**config.mk**
```make
export PLATFORM = sky130hd
export DESIGN_NAME = video_timing_gen_flat
export DESIGN_NICKNAME = d
export VERILOG_FILES = /design/src/rtl/video_timing_pkg.sv /design/src/rtl/video_timing_gen_if.sv /design/src/rtl/colorbar_gen.sv /design/src/rtl/video_timing_gen.sv /design/src/flat_wrapper.sv
export SDC_FILE = /design/constraint.sdc
export NUM_CORES = 1
export LEC_CHECK = 0
export ABC_AREA = 1
export CAP_MARGIN = 10
export CORE_MARGIN = 5
export CORE_UTILIZATION = 30
export CTS_CLUSTER_DIAMETER = 120
export DETAILED_ROUTE_END_ITERATION = 6
export GPL_ROUTABILITY_DRIVEN = 0
export PLACE_DENSITY = 0.49
export SLEW_MARGIN = 40
export SYNTH_ARGS = -nofsm -noshare
export SYNTH_HDL_FRONTEND = slang
export SYNTH_HIERARCHICAL = 1
export SYNTH_SLANG_ARGS = --single-unit
export TNS_END_PERCENT = 30
```
**constraint.sdc**
```tcl
create_clock -name pclk -period 4.5 [get_ports pclk]
set_clock_uncertainty 0.05 [all_clocks]
set_input_delay 0.9 -clock pclk [delete_from_list [all_inputs] [get_ports pclk]]
set_output_delay 0.9 -clock pclk [all_outputs]
set_load 0.05 [all_outputs]
```
**src/rtl/video_timing_pkg.sv**
```systemverilog
// Shared constants for the raster timing generator: standard mode timings,
// colour-bar palette and sync-polarity encoding.
package video_timing_pkg;

   localparam int unsigned CntW = 12;
   localparam int unsigned RgbW = 24;
   localparam int          NumBars = 8;

   // 1280x720p60, 74.25 MHz pixel clock
   localparam int unsigned H720Sync  = 40;
   localparam int unsigned H720Back  = 220;
   localparam int unsigned H720Disp  = 1280;
   localparam int unsigned H720Front = 110;
   localparam int unsigned V720Sync  = 5;
   localparam int unsigned V720Back  = 20;
   localparam int unsigned V720Disp  = 720;
   localparam int unsigned V720Front = 5;

   // 640x480p60, 25.175 MHz pixel clock (syncs active-low)
   localparam int unsigned H480Sync  = 96;
   localparam int unsigned H480Back  = 48;
   localparam int unsigned H480Disp  = 640;
   localparam int unsigned H480Front = 16;
   localparam int unsigned V480Sync  = 2;
   localparam int unsigned V480Back  = 33;
   localparam int unsigned V480Disp  = 480;
   localparam int unsigned V480Front = 10;

   typedef enum logic {
      SyncActiveLow  = 1'b0,
      SyncActiveHigh = 1'b1
   } sync_pol_e;

   localparam logic [RgbW-1:0] ColWhite   = 24'hFFFFFF;
   localparam logic [RgbW-1:0] ColYellow  = 24'hFFFF00;
   localparam logic [RgbW-1:0] ColCyan    = 24'h00FFFF;
   localparam logic [RgbW-1:0] ColGreen   = 24'h00FF00;
   localparam logic [RgbW-1:0] ColMagenta = 24'hFF00FF;
   localparam logic [RgbW-1:0] ColRed     = 24'hFF0000;
   localparam logic [RgbW-1:0] ColBlue    = 24'h0000FF;
   localparam logic [RgbW-1:0] ColBlack   = 24'h000000;

   // Bars run left to right in decreasing luminance order.
   function automatic logic [RgbW-1:0] bar_color(input logic [2:0] idx);
      logic [RgbW-1:0] col;
      unique case (idx)
         3'd0: col = ColWhite;
         3'd1: col = ColYellow;
         3'd2: col = ColCyan;
         3'd3: col = ColGreen;
         3'd4: col = ColMagenta;
         3'd5: col = ColRed;
         3'd6: col = ColBlue;
         3'd7: col = ColBlack;
      endcase
      return col;
   endfunction

endpackage

```
**src/rtl/video_timing_gen_if.sv**
```systemverilog
// Pixel fetch port between the timing generator (master) and the frame-buffer
// read FIFO (slave). Data returns exactly one cycle after pixel_req.
interface video_timing_gen_if;
   import video_timing_pkg::*;

   logic            pixel_req;
   logic [CntW-1:0] pixel_xpos;
   logic [CntW-1:0] pixel_ypos;
   logic [RgbW-1:0] pixel_data;

   modport master (
      output pixel_req,
      output pixel_xpos,
      output pixel_ypos,
      input  pixel_data
   );

   modport slave (
      input  pixel_req,
      input  pixel_xpos,
      input  pixel_ypos,
      output pixel_data
   );

endinterface

```
**src/rtl/colorbar_gen.sv**
```systemverilog
// Eight-bar colour pattern: maps an active-area column to its bar colour,
// registered, one cycle of latency.
module colorbar_gen
   import video_timing_pkg::*;
#(
   parameter int unsigned H_DISP = H720Disp
) (
   input  logic            pclk,
   input  logic            reset,
   input  logic [CntW-1:0] col_i,
   output logic [RgbW-1:0] rgb_o
);

   logic [2:0]      bar_idx;
   logic [RgbW-1:0] rgb_d, rgb_q;

   // Bar index by comparison against constant bar edges (no divider).
   always_comb begin
      bar_idx = '0;
      for (int k = 1; k < NumBars; k++) begin
         if (col_i >= CntW'(k * H_DISP / NumBars)) begin
            bar_idx = 3'(k);
         end
      end
      rgb_d = bar_color(bar_idx);
   end

   // Output register.
   always_ff @(posedge pclk) begin
      if (reset) begin
         rgb_q <= '0;
      end else begin
         rgb_q <= rgb_d;
      end
   end

   assign rgb_o = rgb_q;

endmodule

```
**src/rtl/video_timing_gen.sv**
```systemverilog
// Raster timing generator: h/v counters, one-cycle-ahead pixel fetch requests,
// and a two-stage pipeline that aligns returned pixels (or colour bars) with
// hsync/vsync/de.
module video_timing_gen
   import video_timing_pkg::*;
#(
   parameter int unsigned H_SYNC   = H720Sync,
   parameter int unsigned H_BACK   = H720Back,
   parameter int unsigned H_DISP   = H720Disp,
   parameter int unsigned H_FRONT  = H720Front,
   parameter int unsigned V_SYNC   = V720Sync,
   parameter int unsigned V_BACK   = V720Back,
   parameter int unsigned V_DISP   = V720Disp,
   parameter int unsigned V_FRONT  = V720Front,
   parameter bit          SYNC_POL = 1'b1
) (
   input  logic                      pclk,
   input  logic                      reset,
   input  logic                      pattern_sel,
   video_timing_gen_if.master        pix,
   output logic                      frame_start,
   output logic [RgbW-1:0]           video_rgb,
   output logic                      video_hsync,
   output logic                      video_vsync,
   output logic                      video_de
);

   localparam int unsigned H_TOTAL = H_SYNC + H_BACK + H_DISP + H_FRONT;
   localparam int unsigned V_TOTAL = V_SYNC + V_BACK + V_DISP + V_FRONT;

   localparam logic [CntW-1:0] HLast     = CntW'(H_TOTAL - 1);
   localparam logic [CntW-1:0] VLast     = CntW'(V_TOTAL - 1);
   localparam logic [CntW-1:0] HSyncEnd  = CntW'(H_SYNC);
   localparam logic [CntW-1:0] VSyncEnd  = CntW'(V_SYNC);
   localparam logic [CntW-1:0] HActStart = CntW'(H_SYNC + H_BACK);
   localparam logic [CntW-1:0] VActStart = CntW'(V_SYNC + V_BACK);
   localparam logic [CntW-1:0] HActEnd   = CntW'(H_SYNC + H_BACK + H_DISP);
   localparam logic [CntW-1:0] VActEnd   = CntW'(V_SYNC + V_BACK + V_DISP);

   localparam logic SyncOn  = SYNC_POL;
   localparam logic SyncOff = ~SYNC_POL;

   // Counters
   logic [CntW-1:0] h_cnt_d, h_cnt_q;
   logic [CntW-1:0] v_cnt_d, v_cnt_q;

   // Stage 0 (combinational)
   logic            h_act, v_act, act_c, req_c, frame_start_c;
   logic [CntW-1:0] xpos_c, ypos_c;
   logic            pat_d, pat_q;

   // Stage 1
   logic            hs1_d, hs1_q, vs1_d, vs1_q, de1_d, de1_q, pat1_q;
   logic [CntW-1:0] col1_q;

   // Stage 2
   logic            hs2_q, vs2_q, de2_q, pat2_q;
   logic [RgbW-1:0] data2_d, data2_q;
   logic [RgbW-1:0] bar_rgb;

   // Raster counters: h wraps at end of line, v advances only on h wrap.
   always_comb begin
      h_cnt_d = h_cnt_q + 1'b1;
      v_cnt_d = v_cnt_q;
      if (h_cnt_q == HLast) begin
         h_cnt_d = '0;
         v_cnt_d = (v_cnt_q == VLast) ? '0 : v_cnt_q + 1'b1;
      end
   end

   // Counter state.
   always_ff @(posedge pclk) begin
      if (reset) begin
         h_cnt_q <= '0;
         v_cnt_q <= '0;
      end else begin
         h_cnt_q <= h_cnt_d;
         v_cnt_q <= v_cnt_d;
      end
   end

   // Stage 0 decode; requests and frame_start are held low while in reset.
   always_comb begin
      h_act         = (h_cnt_q >= HActStart) && (h_cnt_q < HActEnd);
      v_act         = (v_cnt_q >= VActStart) && (v_cnt_q < VActEnd);
      act_c         = h_act && v_act;
      req_c         = act_c && !reset;
      frame_start_c = (h_cnt_q == '0) && (v_cnt_q == '0) && !reset;
      xpos_c        = req_c ? (h_cnt_q - HActStart) : '0;
      ypos_c        = req_c ? (v_cnt_q - VActStart) : '0;
      // Pattern select only changes at a frame boundary to avoid tearing.
      pat_d         = frame_start_c ? pattern_sel : pat_q;
   end

   assign pix.pixel_req  = req_c;
   assign pix.pixel_xpos = xpos_c;
   assign pix.pixel_ypos = ypos_c;
   assign frame_start    = frame_start_c;

   // Stage 1 next-state: sync/de decode mapped through the sync polarity.
   always_comb begin
      hs1_d = (h_cnt_q < HSyncEnd) ? SyncOn : SyncOff;
      vs1_d = (v_cnt_q < VSyncEnd) ? SyncOn : SyncOff;
      de1_d = act_c;
   end

   // Stage 2 next-state: capture FIFO data, which lines up with stage 1.
   always_comb begin
      data2_d = de1_q ? pix.pixel_data : '0;
   end

   // Pattern latch and both pipeline stages.
   always_ff @(posedge pclk) begin
      if (reset) begin
         pat_q   <= 1'b0;
         hs1_q   <= SyncOff;
         vs1_q   <= SyncOff;
         de1_q   <= 1'b0;
         pat1_q  <= 1'b0;
         col1_q  <= '0;
         hs2_q   <= SyncOff;
         vs2_q   <= SyncOff;
         de2_q   <= 1'b0;
         pat2_q  <= 1'b0;
         data2_q <= '0;
      end else begin
         pat_q   <= pat_d;
         hs1_q   <= hs1_d;
         vs1_q   <= vs1_d;
         de1_q   <= de1_d;
         pat1_q  <= pat_q;
         col1_q  <= xpos_c;
         hs2_q   <= hs1_q;
         vs2_q   <= vs1_q;
         de2_q   <= de1_q;
         pat2_q  <= pat1_q;
         data2_q <= data2_d;
      end
   end

   colorbar_gen #(
      .H_DISP (H_DISP)
   ) u_colorbar_gen (
      .pclk  (pclk),
      .reset (reset),
      .col_i (col1_q),
      .rgb_o (bar_rgb)
   );

   // Output select; blanking forces black regardless of source.
   always_comb begin
      video_rgb = '0;
      if (de2_q) begin
         video_rgb = pat2_q ? bar_rgb : data2_q;
      end
   end

   assign video_hsync = hs2_q;
   assign video_vsync = vs2_q;
   assign video_de    = de2_q;

endmodule
```
**src/flat_wrapper.sv**
```systemverilog
// flat-port wrapper written by rule: the top's interface ports become plain ports
module video_timing_gen_flat import video_timing_pkg::*;
#(
   parameter int unsigned H_SYNC   = H720Sync,
   parameter int unsigned H_BACK   = H720Back,
   parameter int unsigned H_DISP   = H720Disp,
   parameter int unsigned H_FRONT  = H720Front,
   parameter int unsigned V_SYNC   = V720Sync,
   parameter int unsigned V_BACK   = V720Back,
   parameter int unsigned V_DISP   = V720Disp,
   parameter int unsigned V_FRONT  = V720Front,
   parameter bit          SYNC_POL = 1'b1
)
  (pclk, reset, pattern_sel, frame_start, video_rgb, video_hsync, video_vsync, video_de, pix_pixel_req, pix_pixel_xpos, pix_pixel_ypos, pix_pixel_data);
  video_timing_gen_if pix_i ();
  input  logic pclk;
  input  logic reset;
  input  logic pattern_sel;
  output logic frame_start;
  output logic [RgbW-1:0] video_rgb;
  output logic video_hsync;
  output logic video_vsync;
  output logic video_de;
  output wire logic [$bits(pix_i.pixel_req)-1:0] pix_pixel_req;
  output wire logic [$bits(pix_i.pixel_xpos)-1:0] pix_pixel_xpos;
  output wire logic [$bits(pix_i.pixel_ypos)-1:0] pix_pixel_ypos;
  input wire logic [$bits(pix_i.pixel_data)-1:0] pix_pixel_data;
  assign pix_pixel_req = pix_i.pixel_req;
  assign pix_pixel_xpos = pix_i.pixel_xpos;
  assign pix_pixel_ypos = pix_i.pixel_ypos;
  assign pix_i.pixel_data = pix_pixel_data;
  video_timing_gen #(.H_SYNC(H_SYNC), .H_BACK(H_BACK), .H_DISP(H_DISP), .H_FRONT(H_FRONT), .V_SYNC(V_SYNC), .V_BACK(V_BACK), .V_DISP(V_DISP), .V_FRONT(V_FRONT), .SYNC_POL(SYNC_POL)) u_core (.pclk(pclk), .reset(reset), .pattern_sel(pattern_sel), .pix(pix_i), .frame_start(frame_start), .video_rgb(video_rgb), .video_hsync(video_hsync), .video_vsync(video_vsync), .video_de(video_de));
endmodule
```
==> impl_metrics.json <==
{
  "status": "finished, final reports clean",
  "achievable-frequency_mhz": 267,
  "dpl_hpwl_um": 7660,
  "hold_path_startpoint": "u_core/pat1_q$_SDFF_PP0_",
  "power.share.sequential": 0.420,
  "globalRouteTotalUtil": 0.128,
  "grt_start_max_net_pins": 26,
  "cts_resized": 0,
  "relSlewSlack": 0.534,
  "detail_route.first_pass.iterations": 5,
  "detail_route.wl_per_cell_um": 12.2,
  "clock_slew_at_the_register_clock_pins_of_the_worst_setup_and_hold_paths_ns": 0.06,
  "period_needed_ns": 3.75,
  "detailroute.via_count": 3550,
  "largest_buffer_count_on_any_clock_path": 2,
  "maxCapViolations": 0,
  "antenna_found_initial": 0,
  "remaining_drc_errors": 0,
  "antennaDiodeCount": 0,
  "post_route_fraction_of_the_period_consumed_by_the_critical_path": 0.833,
  "worstMarginPinSlew_ns": 0.699,
  "first_global_vias": 3354,
  "rsz_0062_raised_after_global_routing": "no",
  "portBuffers": 79,
  "mappedNetlistNets": 623,
  "hold_depth": 2,
  "setup-tns-final_ns": 0,
  "clockPowerShare": 0.524,
  "num-nets-final": 673,
  "rows": 42,
  "clock-root-buffer": "clkbuf_16",
  "drive_gt1_frac": 0.141,
  "synthCells": 585,
  "hold_path.class": "flop to flop",
  "ctsHoldBuffers": 0,
  "fin_hold_ws_ns": 0.355,
  "die_h_um": 125,
  "cp.arrival_ns": 2.80,
  "worst_r2r_path_depth": 9,
  "drt_wl_total_um": 9960,
  "synth-warning-count": 6,
  "detail_route.iter0.violations": 209,
  "cp-start-kind": "input port",
  "clock_sink_count": 67,
  "die_area_um2": 15700,
  "drt.antenna.violating_nets": 0,
  "worst_ep_required_time_ns": 3.55,
  "h-tree-depth": 3,
  "power_density_nw_per_um2": 274,
  "timing_max_transition_violations_final": 0,
  "top_level_ports": 80,
  "final_common_cell": "nor2_1",
  "fp.dieW_um": 125,
  "routed_via_density": 4.35,
  "leakage_power_figure_uw": 0.00244,
  "floorplan.initialDensity": 0.304,
  "worstPathMaxFanout": 7,
  "reg2reg_slack_ns": 2.26,
  "setup_viol_count_final": 0,
  "globalRouteOverflowTotal": 0,
  "most_frequent_cells_in_the_layout": "149 x nor2_1, 85 x nand2_1, 72 x inv_1",
  "netSwitchingFraction": 0.216,
  "critical_path.reg2reg.endpoint": "u_core/v_cnt_q[7]$_SDFFE_PP0P_",
  "p_sw_uw": 313,
  "grt_first_pass_wirelength_um": 16800,
  "worst_setup_ep_type": "primary output",
  "area_delta_synth_final_pct": 32.7,
  "number_of_hold_violations_in_the_final_report": 0,
  "regToRegStartpoint": "u_core/h_cnt_q[2]$_SDFF_PP0_",
  "clk_latency_ns": 0.32,
  "tritoncts_clock_tree": "built",
  "irDropWorstVdd_uv": 177,
  "postSynthAreaPerCell_um2": 6.82,
  "cellInternalPower_uw": 1140,
  "combPwrFrac": 0.056,
  "critPathKind": "input port to primary output",
  "hold-path-endpoint": "u_core/pat2_q$_SDFF_PP0_",
  "post-cts-setup-buffer-count": 0,
  "numCtsBuffers": 9,
  "syn-cell-area_um2": 3990,
  "placeableCoreArea_um2": 13100
}
power groups by stage:
| stage | clock (uW) | combinational (uW) | sequential (uW) |
|---|---|---|---|
| floorplan | 0 | 55.0 | 623 |
| global placement | 0 | 81.2 | 622 |
| detailed placement | 0 | 80.8 | 622 |
| CTS | 787 | 81.5 | 609 |
| global route | 811 | 89.9 | 611 |
| finish | 761 | 81.0 | 609 |
layer usage:
layer | vias to the layer above | wire length, um | GRT usage
met5 | - | 0 | 0
met4 | 0 | 99 | 0.0293
met3 | 7 | 534 | 0.0350
met2 | 89 | 4580 | 0.208
met1 | 1589 | 4740 | 0.170
li1 | 1865 | - | -
state kept, by name, indices dropped and copies added, names as in the netlist:
| register | count |
|---|---|
| u_core/de1_q | 1 |
| u_core/video_hsync | 1 |
| u_core/vs1_q | 1 |
| u_core/pat2_q | 1 |
| u_core/v_cnt_q | 12 |
| u_core/video_de | 1 |
| u_core/hs1_q | 1 |
| u_core/u_colorbar_gen/rgb_o | 3 |
| u_core/col1_q | 7 |
| u_core/data2_q | 24 |
| u_core/pat_q | 1 |
| u_core/pat1_q | 1 |
| u_core/video_vsync | 1 |
| u_core/h_cnt_q | 12 |
per-stage QoR:
stage	setup slack [ns]	total power [uW]	utilization	cells	area [um2]
global placement	0.780	704	0.378	800	4970
CTS	0.762	1480	0.403	816	5290
finish	0.751	1450	0.403	816	5300
floorplan	1.25	678	-	585	3990
detailed placement	0.772	703	0.378	800	4970
global route	0.617	1510	0.403	816	5300
layout make-up:
cell class                 count  area [um2]
fill                        1342        7840
multi-input combinational    394        2040
sequential                    67        1340
timing repair buffer          82        1060
inverter                      81         304
clock buffer                  10         239
tap                          176         220
clock inverter                 6        86.3
critical path, cell delays in order:
cell	delay (ns)
clkdlybuf4s50_1	0.42
inv_1	0.20
nand4_1	0.12
nor2_1	0.11
nand3_1	0.13
inv_1	0.08
clkdlybuf4s50_1	0.82
worst max path at each step:
stage	depth (start not counted)	from	endpoint	slack [ns]
final	7	reset	frame_start	0.75
after detailed placement	7	reset	frame_start	0.77
after floorplan	9	reset	pix_pixel_xpos[10]	1.25
after global placement	7	reset	frame_start	0.78
after global routing	7	reset	frame_start	0.62
after CTS	7	reset	frame_start	0.76
No activity file was read; power rests on OpenSTA's default activity.
